[src/rtl/req_arbiter_4.sv]
// Four-requester arbiter for a shared resource. Supports fixed-priority or
// round-robin selection, registered one-hot grant with binary id, and an
// optional hold timeout that force-releases long grants.
module req_arbiter_4 #(
    parameter int unsigned RR_EN    = 1,
    parameter int unsigned MAX_HOLD = 16,
    parameter int unsigned CNT_W    = 5
) (
    input  logic       clk,
    input  logic       rst,
    input  logic [3:0] req,
    input  logic       done,
    output logic [3:0] gnt,
    output logic [1:0] gnt_id,
    output logic       gnt_vld,
    output logic       timeout
);

    typedef enum logic [0:0] {
        IDLE  = 1'b0,
        GRANT = 1'b1
    } state_t;

    // Last grant cycle before a forced release. With the timeout disabled it
    // equals the counter maximum, so the same constant doubles as the
    // saturation point and the counter never wraps.
    localparam logic [CNT_W-1:0] CNT_TOP = (MAX_HOLD == 0) ? '1 : CNT_W'(MAX_HOLD - 1);

    state_t           state, state_n;
    logic [1:0]       id_q, id_n;
    logic [1:0]       last_q, last_n;
    logic [CNT_W-1:0] cnt_q, cnt_n;
    logic [3:0]       gnt_q, gnt_n;
    logic             to_q, to_n;

    logic [1:0]       win_id;
    logic             win_found;
    logic [1:0]       rr_idx;

    // Winner selection from the current request vector.
    always_comb begin
        win_id    = '0;
        win_found = 1'b0;
        rr_idx    = '0;
        if (RR_EN != 0) begin
            for (int unsigned i = 1; i <= 4; i++) begin
                rr_idx = last_q + i[1:0];
                if (!win_found && req[rr_idx]) begin
                    win_found = 1'b1;
                    win_id    = rr_idx;
                end
            end
        end else begin
            // Ascending scan: the highest set index is written last and wins.
            for (int unsigned i = 0; i < 4; i++) begin
                if (req[i]) begin
                    win_found = 1'b1;
                    win_id    = i[1:0];
                end
            end
        end
    end

    // Next-state, hold counter and registered-output values.
    always_comb begin
        state_n = state;
        id_n    = id_q;
        last_n  = last_q;
        cnt_n   = cnt_q;
        to_n    = 1'b0;
        gnt_n   = '0;
        case (state)
            IDLE: begin
                if (win_found) begin
                    state_n = GRANT;
                    id_n    = win_id;
                    last_n  = win_id;
                    cnt_n   = '0;
                end
            end
            GRANT: begin
                if (done || !req[id_q]) begin
                    state_n = IDLE;
                end else if ((MAX_HOLD != 0) && (cnt_q == CNT_TOP)) begin
                    state_n = IDLE;
                    to_n    = 1'b1;
                end else if (cnt_q != CNT_TOP) begin
                    cnt_n = cnt_q + 1'b1;
                end
            end
            default: begin
                state_n = IDLE;
            end
        endcase
        if (state_n == GRANT) begin
            gnt_n[id_n] = 1'b1;
        end
    end

    // State and output registers with synchronous reset.
    always_ff @(posedge clk) begin
        if (rst) begin
            state  <= IDLE;
            id_q   <= '0;
            last_q <= 2'd3;
            cnt_q  <= '0;
            gnt_q  <= '0;
            to_q   <= 1'b0;
        end else begin
            state  <= state_n;
            id_q   <= id_n;
            last_q <= last_n;
            cnt_q  <= cnt_n;
            gnt_q  <= gnt_n;
            to_q   <= to_n;
        end
    end

    assign gnt     = gnt_q;
    assign gnt_id  = id_q;
    assign gnt_vld = |gnt_q;
    assign timeout = to_q;

endmodule
[config.mk]
export PLATFORM = sky130hd
export DESIGN_NAME = req_arbiter_4
export DESIGN_NICKNAME = d
export VERILOG_FILES = /design/src/rtl/req_arbiter_4.sv
export SDC_FILE = /design/constraint.sdc
export NUM_CORES = 1
export LEC_CHECK = 0
export ABC_AREA = 1
export CORE_AREA = 10 10 54 56
export DETAILED_ROUTE_END_ITERATION = 7
export DIE_AREA = 0 0 64 66
export PLACE_DENSITY = 0.73
export SETUP_SLACK_MARGIN = 0.05
export SYNTH_ARGS = -nofsm -noshare
export SYNTH_HDL_FRONTEND = slang
export SYNTH_SLANG_ARGS = --single-unit
[constraint.sdc]
create_clock -name clk -period 1.8 [get_ports clk]
set_input_delay 0.36 -clock clk [delete_from_list [all_inputs] [get_ports clk]]
set_output_delay 0.36 -clock clk [all_outputs]
set_load 0.1 [all_outputs]
== After elaboration in Yosys (flattened, before gate mapping) ==
Cells that the tools add are included.

* Add/sub/neg operators: 4
* Bitwise logic cells: 2
* Muxes and demuxes: 32
* Reduce and logical (&&, ||, !) cells: 14
* Equal/unequal tests: 6
* Magnitude comparators: 7

{| class="wikitable"
|+ Operator list
! kind !! number
|-
| $mux 5 || 4
|-
| $lt 2x3->1 const B || 6
|-
| $mux 1 || 14
|-
| $mux 2 || 6
|-
| $bmux 1 s2 || 5
|-
| $pmux 5 s2 || 1
|-
| $ne 2x2->1 const B || 3
|-
| $add 5x1->5 const B || 1
|-
| $eq 5x4->1 const B || 1
|-
| $ne 5x4->1 const B || 1
|-
| $add 2x2->2 const B || 2
|-
| $logic_and 1x1->1 || 4
|-
| $logic_not 1->1 || 4
|-
| $reduce_and 4->1 || 1
|-
| $reduce_or 4->1 || 1
|-
| $reduce_or 3->1 || 1
|-
| $add 2x1->2 const B || 1
|-
| $demux 1 s2 || 1
|-
| $ge 2x1->1 const B || 1
|-
| $ne 2x1->1 const B || 1
|-
| $not 1->1 || 2
|-
| $pmux 1 s2 || 1
|-
| $reduce_and 2->1 || 1
|-
| $reduce_or 2->1 || 1
|-
| $logic_or 1x1->1 || 1
|}

* Bits of input ports: 7
* Flip-flop bits (word level): 15

== Logic depth before layout (Yosys ltp) ==
* Word-level depth: 19
* Mapped depth: 14
* Depth with buffers taken out: 13

== Least setup slack after synthesis ==
Ideal clock, no wire load.

* Path type: register -> register
* From: register id_q[0] (netlist: gnt_id[0])
* To: register cnt_q[4]
* Path slack: -0.325 ns
* Buffers on the path: 0
* Setup time: 0.070 ns
* Stages on the path, launching flop included: 10
* Arrival: 2.055 ns
* Cells stage by stage: dfxtp_1 -> inv_1 -> nand2_1 -> nand3_1 -> a21oi_1 -> nand2_1 -> nor2_2 -> inv_1 -> or2_0 -> a21oi_1

* Cells in the longest elaborated chain, start to end: 6

{| class="wikitable"
|+ Ends and longest elaborated chain
! element !! line !! RTL
|-
| start: declaration || 30 || <nowiki>logic [1:0] id_q, id_n;</nowiki>
|-
| start signal: assignment || 111 || <nowiki>id_q <= id_n;</nowiki>
|-
| $bmux 1 s2 || 82 || <nowiki>if (done || !req[id_q]) begin</nowiki>
|-
| $mux 1 (not written as such) || 82 ||
|-
| $logic_not 1->1 || 82 ||
|-
| $logic_or 1x1->1 || 82 ||
|-
| $ne 2x2->1 (no line) || - ||
|-
| $reduce_and 4->1 (no line) || - ||
|-
| end signal: assignment || 113 || <nowiki>cnt_q <= cnt_n;</nowiki>
|-
| end: declaration || 32 || <nowiki>logic [CNT_W-1:0] cnt_q, cnt_n;</nowiki>
|}

Every way passes these cells. The select of a mux whose other input is x is not followed.
A chain may end at the register's enable or synchronous reset.

== Final worst setup path ==
* From: input req[2]
* To: register gnt_q[1] (netlist: gnt[1])

* Cells in the longest elaborated chain, start to end: 18

{| class="wikitable"
|+ Ends and longest elaborated chain
! element !! line !! RTL
|-
| start: declaration || 11 || <nowiki>input logic [3:0] req,</nowiki>
|-
| $bmux 1 s2 || 48 || <nowiki>if (!win_found && req[rr_idx]) begin</nowiki>
|-
| $mux 1 (not written as such) || 48 ||
|-
| $mux 1 || 48 ||
|-
| $logic_not 1->1 || 48 ||
|-
| $logic_and 1x1->1 || 48 ||
|-
| $mux 1 || 48 ||
|-
| $logic_not 1->1 || 48 ||
|-
| $logic_and 1x1->1 || 48 ||
|-
| [... 2 more ...] || - ||
|-
| $logic_and 1x1->1 || 48 ||
|-
| $mux 2 / $mux 1 (equally long branches) || 48 ||
|-
| $mux 2 || 74 || <nowiki>if (win_found) begin</nowiki>
|-
| $mux 2 || 72 || <nowiki>case (state)</nowiki>
|-
| $lt 2x3->1 (not written as such) / $ge 2x1->1 (equally long branches) || 96 || <nowiki>gnt_n[id_n] = 1'b1;</nowiki>
|-
| $logic_and 1x1->1 (not written as such) || 96 ||
|-
| $mux 1 (not written as such) || 96 ||
|-
| $demux 1 s2 || 96 ||
|-
| end signal: assignment || 114 || <nowiki>gnt_q <= gnt_n;</nowiki>
|-
| end: declaration || 33 || <nowiki>logic [3:0] gnt_q, gnt_n;</nowiki>
|}

Parallel ways exist; a longest one is shown, timed or not. The select of a mux whose other input is x is not followed.

==> results.py <==
metrics = {
    "placed_design": {
        "dp.cells": 180,
        "placed_cell_area_sq_um": 1189,
        "hpwl_mm": 1.757,
        "place_ws_ns": -0.1802,
        "numPortBuffers": 14,
        "place.gp.congestion": 0.8070,
    },
    "min_path": {
        "min_from": "cnt_q[4]$_SDFFE_PP0P_",
        "hold_path_depth": 2,
        "hold_path_class": "reg2reg",
    },
    "grt": {
        "track_usage_pct": 10.64,
        "grt_pass1_wl_mm": 3.739,
        "antenna_found_initial": 0,
        "grt-ovfl-total": 0,
        "grt_pass1_vias": 886,
        "grt_max_degree": 10,
    },
    "layout": {
        "final_cells": 193,
        "diodes": 0,
        "fin_area_sq_um": 1495,
        "fin_nets": 176,
        "drive_above_1_share_pct": 47.59,
        "multi_input_area_sq_um": 689.4,
        "final_core_util_pct": 78.62,
        "regArea_sq_um": 311.5,
        "syn_to_final_growth_pct": 64.37,
        "fillers": 131,
    },
    "setup_path": {
        "path_buf_inv": 3,
        "cp.depth": 11,
        "crit_required_ns": 2.02,
        "cp_cell_sequence": "clkdlybuf4s50_1 > inv_1 > nand2_1 > nand3_1 > a21oi_2 > nand2_2 > nor2_2 > inv_2 > a21oi_4 > nand2_2 > nor2_2",
        "cp_max_fo": 7,
        "cp-startpoint": "req[2]",
        "endpoint_kind": "register",
        "crit_slowest_cell": "clkdlybuf4s50_1",
        "worstPathArrival_ns": 1.97,
        "crit_type": "in2reg",
        "rr_worst_depth": 13,
        "r2r-start": "last_q[0]$_SDFFE_PP1P_",
        "setup.worst_path.start_class": "input port",
        "crit_family": "buffers and inverters",
        "slowest_delay_ns": 0.51,
    },
    "die": {
        "initial_core_util_pct": 47.83,
        "die_h_microns": 66,
        "io-pin-count": 15,
        "die_area_sq_um": 4224,
        "core-area_sq_um": 1902,
        "die_x_microns": 64,
        "num_rows": 16,
    },
    "power_and_ir_drop": {
        "finalPower_mw": 3.052,
        "leakagePower_nw": 0.6967,
        "ir_worst_vdd_v": 0.001551,
        "p_per_area_nw_per_um2": 2041,
    },
    "drt": {
        "ant_nets": 0,
        "initialDrtViolationCount": 29,
        "via_count": 986,
        "via_per_inst": 5.109,
        "drc": 0,
        "drt_pass1_iterations": 4,
        "wirelength_mm": 2.647,
        "wl_per_cell_microns": 13.72,
    },
    "cts": {
        "clkLatencyLatePin_ns": 0.28,
        "numCtsBuffers": 3,
        "cts_root_buf": "clkbuf_4",
        "cts_tree": "built",
        "clk_pin_slew_worst_paths_ns": 0.08,
        "cts_num_sinks": 15,
        "cts_buffer_depth": 2,
        "ctsHoldBuffers": 0,
        "htreeDepth": 1,
    },
    "logic_synthesis": {
        "synth.avg_cell_area_sq_um": 6.688,
        "syn_inst": 136,
        "synth-seq-cells": 15,
        "synth_nets": 145,
        "synth.distinct_cells": 23,
        "synthesis.area_sq_um": 909.6,
        "yosys_warnings": 0,
        "yosysSeqAreaShare_pct": 33.01,
        "async_reset_ff_share_pct": 0,
        "synth_edf_count": 0,
        "synthFlopType": "dfxtp_1",
    },
    "sta": {
        "fin_crit_sh_pct": 97.24,
        "drv_slew": 0,
        "setup_slack_ns": 0.04964,
        "finalSetupTns_ns": 0,
        "worst_pin_slew_ns": 0.3493,
        "clock_skew_ns": 0.006388,
        "timing.hold.ws_ns": 0.4925,
        "setup_violations": 0,
        "rsz0062_at_grt": "yes",
        "period_minus_slack_ns": 1.750,
        "relSlewSlack_pct": 76.64,
        "hold_viol_final": 0,
        "fmax_ghz": 0.5713,
    },
    "outcome": {
        "run_status": "completed",
    },
    "run": {
        "maxCapViolCount": 0,
    },
}
## cell usage in the layout, fill, tap and decap left out, types with 6 or more instances in the layout
| cell type | count |
|---|---|
| nand2_1 | 28 |
| nand2_4 | 14 |
| nand3_1 | 12 |
| buf_4 | 11 |
| inv_1 | 10 |
| nand2_2 | 10 |
| buf_12 | 9 |
| nor2_1 | 8 |
| dfxtp_1 | 8 |
| dfxtp_2 | 6 |
## layout make-up
type                    count  share of cell area [%]
multi-input cells         103                   46.11
repair buffers             27                   23.10
flip-flops and latches     15                   20.84
inverters                  17                   5.941
well taps                  27                   2.259
clock buffers               4                   1.757
## synthesized netlist by cell type (2+ instances only)
cell / number / area, sq um
ha_1: 2 / 25.02
dfxtp_1: 15 / 300.3
nand2_1: 45 / 168.9
nor2_2: 3 / 18.77
o211ai_1: 2 / 15.01
inv_2: 3 / 11.26
nand3_1: 13 / 65.06
nor2_1: 13 / 48.80
buf_6: 2 / 22.52
inv_1: 13 / 48.80
a21oi_1: 8 / 40.04
nand2_2: 6 / 37.54
## routing by layer
metal / GRT usage (%) / share of wire, %
met4: 4.918 / 1.8
met3: 1.864 / 2.6
met5: 0 / 0
met2: 19.53 / 57
met1: 11.59 / 39
## cell families (layout without fill, tap and decap cells)
group / count (synthesis) / after routing / synth area share (%)
buffers and inverters: 19 / 48 / 10.32
AO/OA/AOI/OAI: 13 / 13 / 8.114
AND/OR/NAND/NOR: 86 / 87 / 44.84
XOR/XNOR: 1 / 1 / 0.9630
adder cells (fa/ha/maj): 2 / 2 / 2.751
flip-flops: 15 / 15 / 33.01
## worst paths after layout
| check | endpoint | slack (ns) |
|---|---|---|
| hold reg to reg | cnt_q[4]$_SDFFE_PP0P_ | 0.49 |
| setup reg to reg | gnt[1]$_SDFF_PP0_ | 0.11 |
| setup / recovery | gnt[1]$_SDFF_PP0_ | 0.05 |
| hold / removal | cnt_q[4]$_SDFFE_PP0P_ | 0.49 |
## sequential cells by signal (all words and copies together) (netlist names)
name,cells
last_q,2
cnt_q,5
gnt_id,2
gnt,4
state,1
timeout,1
## worst min-delay path, cell delays in order, from the launching register on
cell and delay [ns]:
dfxtp_1 0.32, nand3_1 0.07, a21oi_1 0.06
## power by group
group	internal (mW)	switching (mW)	leakage [nW]
Clock	0.0861	0.101	0.0150
Sequential	0.427	0.104	0.125
Combinational	0.879	1.46	0.557
## timing repair
item	in CTS	in global routing
gates resized for setup	0	60
endpoints found under the setup margin	0	8
buffers inserted	0	8
Note: power is estimated with default switching activity, not from simulation.
==> patch 1, RTL diff (same settings) <==
The parameter `RR_EN` goes from 1 to 0.
--- a/src/rtl/req_arbiter_4.sv
+++ b/src/rtl/req_arbiter_4.sv
@@ -4,3 +4,3 @@
 module req_arbiter_4 #(
-    parameter int unsigned RR_EN    = 1,
+    parameter int unsigned RR_EN    = 0,
     parameter int unsigned MAX_HOLD = 16,
Formal check against the unedited RTL: not equivalent (Yosys sat finds a counterexample within 4 cycles, from zero or initial values and one cycle with rst high).
==> patch 1 against the unedited design <==
Global-route usage decreased by 2.1 points. Area after synthesis is 26% lower. Sequential share of layout area grew 6.8 points. Sequential power fell by 38%. Final cell count shrank 30%. Power down 74%. Sequential cell count is 2 lower. Design area fell by 36%. Die area did not move. Critical path depth down 9. Highest routed layer unchanged. Count of clock-buffer cells in the layout unchanged. Routed wire length shrank 36%. Critical path type is now reg2out. Worst setup slack improved by 0.039 ns.
==> patch 1: results (changes against the unedited design) <==
Run status
  • Outcome: finished clean

Placement
  • Dpl hpwl: 1370 microns (-22%)
  • Placer Congestion: 0.810 (+0.40%)
  • Input/output buffers: 14 (unchanged)
  • Post-Place Worst Slack: 0.0895 ns (+0.270 ns)
  • DP Area: 935 sq um (-21%)

STA
  • Worst Tran Pin Value: 0.228 ns (-0.121 ns)
  • Fin Clk Skew: 0.00594 ns (-0.000449 ns)

Clock network
  • TritonCTS Buffers: 3 (unchanged)
  • Clock Pin Slew Worst Setup and Hold Paths: 0.08 ns (about the same)
  • CTS max path bufs: 2 (unchanged)

Worst setup path
  • Largest fanout on the critical path: 2 (-5)
  • CP delay by family, top: simple AND/OR/NAND/NOR gates
  • Slowest CP cell: or4_4
  • CP arrival: 1.35 ns (-0.62 ns)
  • Slowest stage delay, CP: 0.54 ns (+0.03 ns)

Power
  • Leakage power: 0.433 nW (-38%)
  • VDD IR max: 0.406 mV (-74%)

Synthesis
  • Top post-synthesis cells by count: nand2_1 (19), inv_1 (14), dfxtp_1 (13), nor2_1 (13), nand3_1 (7)
  • Total number of yosys warnings: 0 (unchanged)
  • Top post-synthesis cells by area: dfxtp_1 (39%), nand2_1 (11%), inv_1 (7.8%), nor2_1 (7.3%), nand2_4 (6.7%)
  • Dominant synthesized flop cell: dfxtp_1
  • Post-synth cell types: 18 (-22%)
  • Post-Syn Nets: 100 (-31%)
  • Sequential cell area fraction in the yosys report: 0.387 (+0.0572)

Route
  • Detailed-route via count: 655 (-34%)
  • Routed WL per cell: 12.4 microns (-9.8%)
  • Number of DRC markers in iteration 0: 18 (-38%)

Cells and area
  • Filler cell count: 172 (+31%)
  • Top reg by flops: cnt_q
  • Net count, final: 119 (-32%)
  • Ratio of cells with drive above 1 in the final layout: 0.266 (-0.210)

GRT
  • Initial antenna violation count: 0 (unchanged)
  • Vias in the first global route: 667 (-25%)
  • First-pass GRT wire length: 2890 microns (-23%)
  • Total GRT Usage: 0.0855 (-0.0210)

Hold path
  • HP Class: reg2reg
## patch 1: cell types whose count changed after synthesis, sizes merged, moves of 2 or more
cell	unedited run	this run
a21oi	9	5
buf	2	0
dfxtp	15	13
nand2	52	23
nand3	14	10
nor2	17	15
o211ai	2	0
## patch 1: routing by layer
layer | GRT usage | part of all wire | vias to the layer above
li1 | - | - | 320
met1 | 0.0820 | 0.41 | 311
met2 | 0.150 | 0.51 | 18
met3 | 0.0169 | 0.034 | 6
met4 | 0.0820 | 0.044 | 0
met5 | 0 | 0 | -
## patch 1: cell families (layout without fill, tap and decap cells)
logic type	count (synthesis)	after routing	share of synthesized area
compound gates	7	7	0.0577
flops	13	13	0.387
xor+xnor	1	1	0.0130
simple gates	51	51	0.410
fa+ha+maj	2	2	0.0372
buf+inv	17	35	0.0950
## patch 1: layout make-up
cell class,instances,area share
Multi-Input combinational cell,61,0.366
Sequential cell,13,0.276
Timing Repair Buffer,14,0.229
Inverter,17,0.0664
Tap cell,27,0.0352
Clock buffer,4,0.0273
## patch 1: path summary, 6_finish.rpt
path	start	endpoint	slack (ns)	depth (start not counted)
max reg2reg	cnt_q[0]	gnt[0]	0.23	9
max	gnt[2]	gnt_vld	0.09	2
min reg2reg	cnt_q[0]	cnt_q[0]	0.51	1
min	cnt_q[0]	cnt_q[0]	0.51	1
## patch 1: per-stage QoR
step / instances / utilization
2_1_floorplan: 91 / -
3_3_place_gp: 132 / 0.491
3_5_place_dp: 132 / 0.491
4_1_cts: 136 / 0.505
5_1_grt: 136 / 0.505
6_report: 136 / 0.505
## patch 1: power by group
group | switching, mW | internal, mW
Clock | 0.0953 | 0.0860
Sequential | 0.0228 | 0.307
Combinational | 0.190 | 0.107
==> patch 2, RTL diff (config.mk and constraints unchanged) <==
Without the edit above. Register the output `timeout` once more, cleared by the reset; this adds one clock of latency there. The other outputs are not delayed to match. Comments in the files are not updated.
--- a/src/rtl/req_arbiter_4.sv
+++ b/src/rtl/req_arbiter_4.sv
@@ -121,3 +121,9 @@
     assign gnt_vld = |gnt_q;
-    assign timeout = to_q;
+    always_ff @(posedge clk) begin
+        if (rst) begin
+            timeout <= '0;
+        end else begin
+            timeout <= to_q;
+        end
+    end
 
Behaviour: no difference found for any inputs over 10 cycles, from zero or initial values and one cycle with rst high; that may be too few to reach the edited logic, so the function may still have changed.
==> patch 2 against the unedited design <==
Sequential cell count is 1 higher. Global-route usage is 0.39 points higher. Utilization is 9.4 points lower. Clock skew hardly changed. Count of clock-buffer cells in the layout stayed put. Hold slack worse by 0.085 ns. Worst setup slack better by 0.027 ns. Power is 11% lower. Highest routed layer unchanged. Die area stayed put. Routed wire length is 14% lower. Area after synthesis is 0.69% lower. Design area is 12% lower.
==> patch 2: results (changes against the unedited design) <==
Run status
  • Outcome: finished clean

GRT
  • Vias in the first global route: 951 (+7.3%)
  • Met3 usage: 0.0153 (-0.00339)
  • First-pass GRT wire length: 3820 microns (+2.0%)
  • Total GRT Usage: 0.110 (+0.00389)
  • GR Layer Usage met2: 0.210 (+0.0149)

Placement
  • Dpl hpwl: 1780 microns (+1.1%)
  • Post-Place Worst Slack: -0.266 ns (-0.0860 ns)
  • Placer Congestion: 0.890 (+10%)
  • DP Area: 1200 sq um (+0.74%)

Synthesis
  • Post-Syn Nets: 144 (-0.69%)
  • Mean Syn Cell Area: 6.69 sq um (about the same)
  • Synth Area in XOR/XNOR: 0.00970 (+0.0000667)
  • Synth Area in Compound Gates: 0.119 (+0.0380)
  • Top post-synthesis cells by area: dfxtp_1 (35%), nand2_1 (16%), inv_1 (6.2%), nor2_1 (6.2%), a21oi_1 (4.4%)
  • Synth Area in Adders: 0.0277 (+0.000191)
  • Post-synthesis mux area share: 0 (unchanged)
  • Post-synth cell types: 25 (+8.7%)
  • Sequential cell area fraction in the yosys report: 0.355 (+0.0244)

STA
  • Fin Clk Skew: 0.00633 ns (-0.0000532 ns)
  • Slew headroom: 0.868 (+0.102)
  • Final worst-path cycle share: 0.957 (-0.0150)

Worst setup path
  • Critical path origin: gnt[1]
  • CP arrival: 1.36 ns (-0.61 ns)
  • Setup crit end: gnt_vld
  • Largest fanout on the critical path: 2 (-5)
  • Slowest stage delay, CP: 0.55 ns (+0.04 ns)
  • Slowest CP cell: or4_4
  • CP delay by family, top: simple AND/OR/NAND/NOR gates

Cells and area
  • Sequential share of cell area: 0.249 (+0.0407)
  • #MultiIn Comb: 97 (-5.8%)
  • Ratio of cells with drive above 1 in the final layout: 0.356 (-0.120)
  • Multi-input gate area: 533 sq um (-23%)
  • Signal buf overhead: 0.232 (+0.000977)
  • Design Area, Final: 1320 sq um (-12%)
  • Number of sequential cells: 16 (+1)
  • Number of non-clock inverters: 20 (+3)
  • Net count, final: 170 (-3.4%)
  • Non-clock buffer count: 23 (-15%)

Route
  • Detailed-route via count: 933 (-5.4%)
  • Met3 wire length: 27 microns (-61%)
  • WL final: 2270 microns (-14%)
  • WL met2: 1280 microns (-15%)
  • Number of DRC markers in iteration 0: 34 (+17%)
  • Vias per cell: 4.99 (-2.3%)
patch 2: power by group through the flow:
stage	logic (mW)	registers (mW)	clock network (mW)
2_1_floorplan	0.887	0.876	0
3_3_place_gp	1.74	0.563	0
3_5_place_dp	1.76	0.564	0
4_1_cts	1.76	0.555	0.243
5_1_grt	2.06	0.581	0.255
6_report	1.92	0.572	0.238
patch 2: worst min-delay path by stage:
stage / from / to / slack (ns) / depth (start not counted)
3_3_place_gp: to_q / timeout / 0.39 / 2
4_1_cts: to_q / timeout / 0.41 / 2
3_5_place_dp: to_q / timeout / 0.40 / 2
5_1_grt: to_q / timeout / 0.44 / 2
2_1_floorplan: to_q / timeout / 0.39 / 2
6_report: to_q / timeout / 0.41 / 2
patch 2: timing repair:
action                     in CTS  in global routing
resized for setup               1                 25
setup endpoints to repair       3                 11
buffers inserted                0                  3
pin swaps                       0                 13
hold endpoints to repair        0                  0
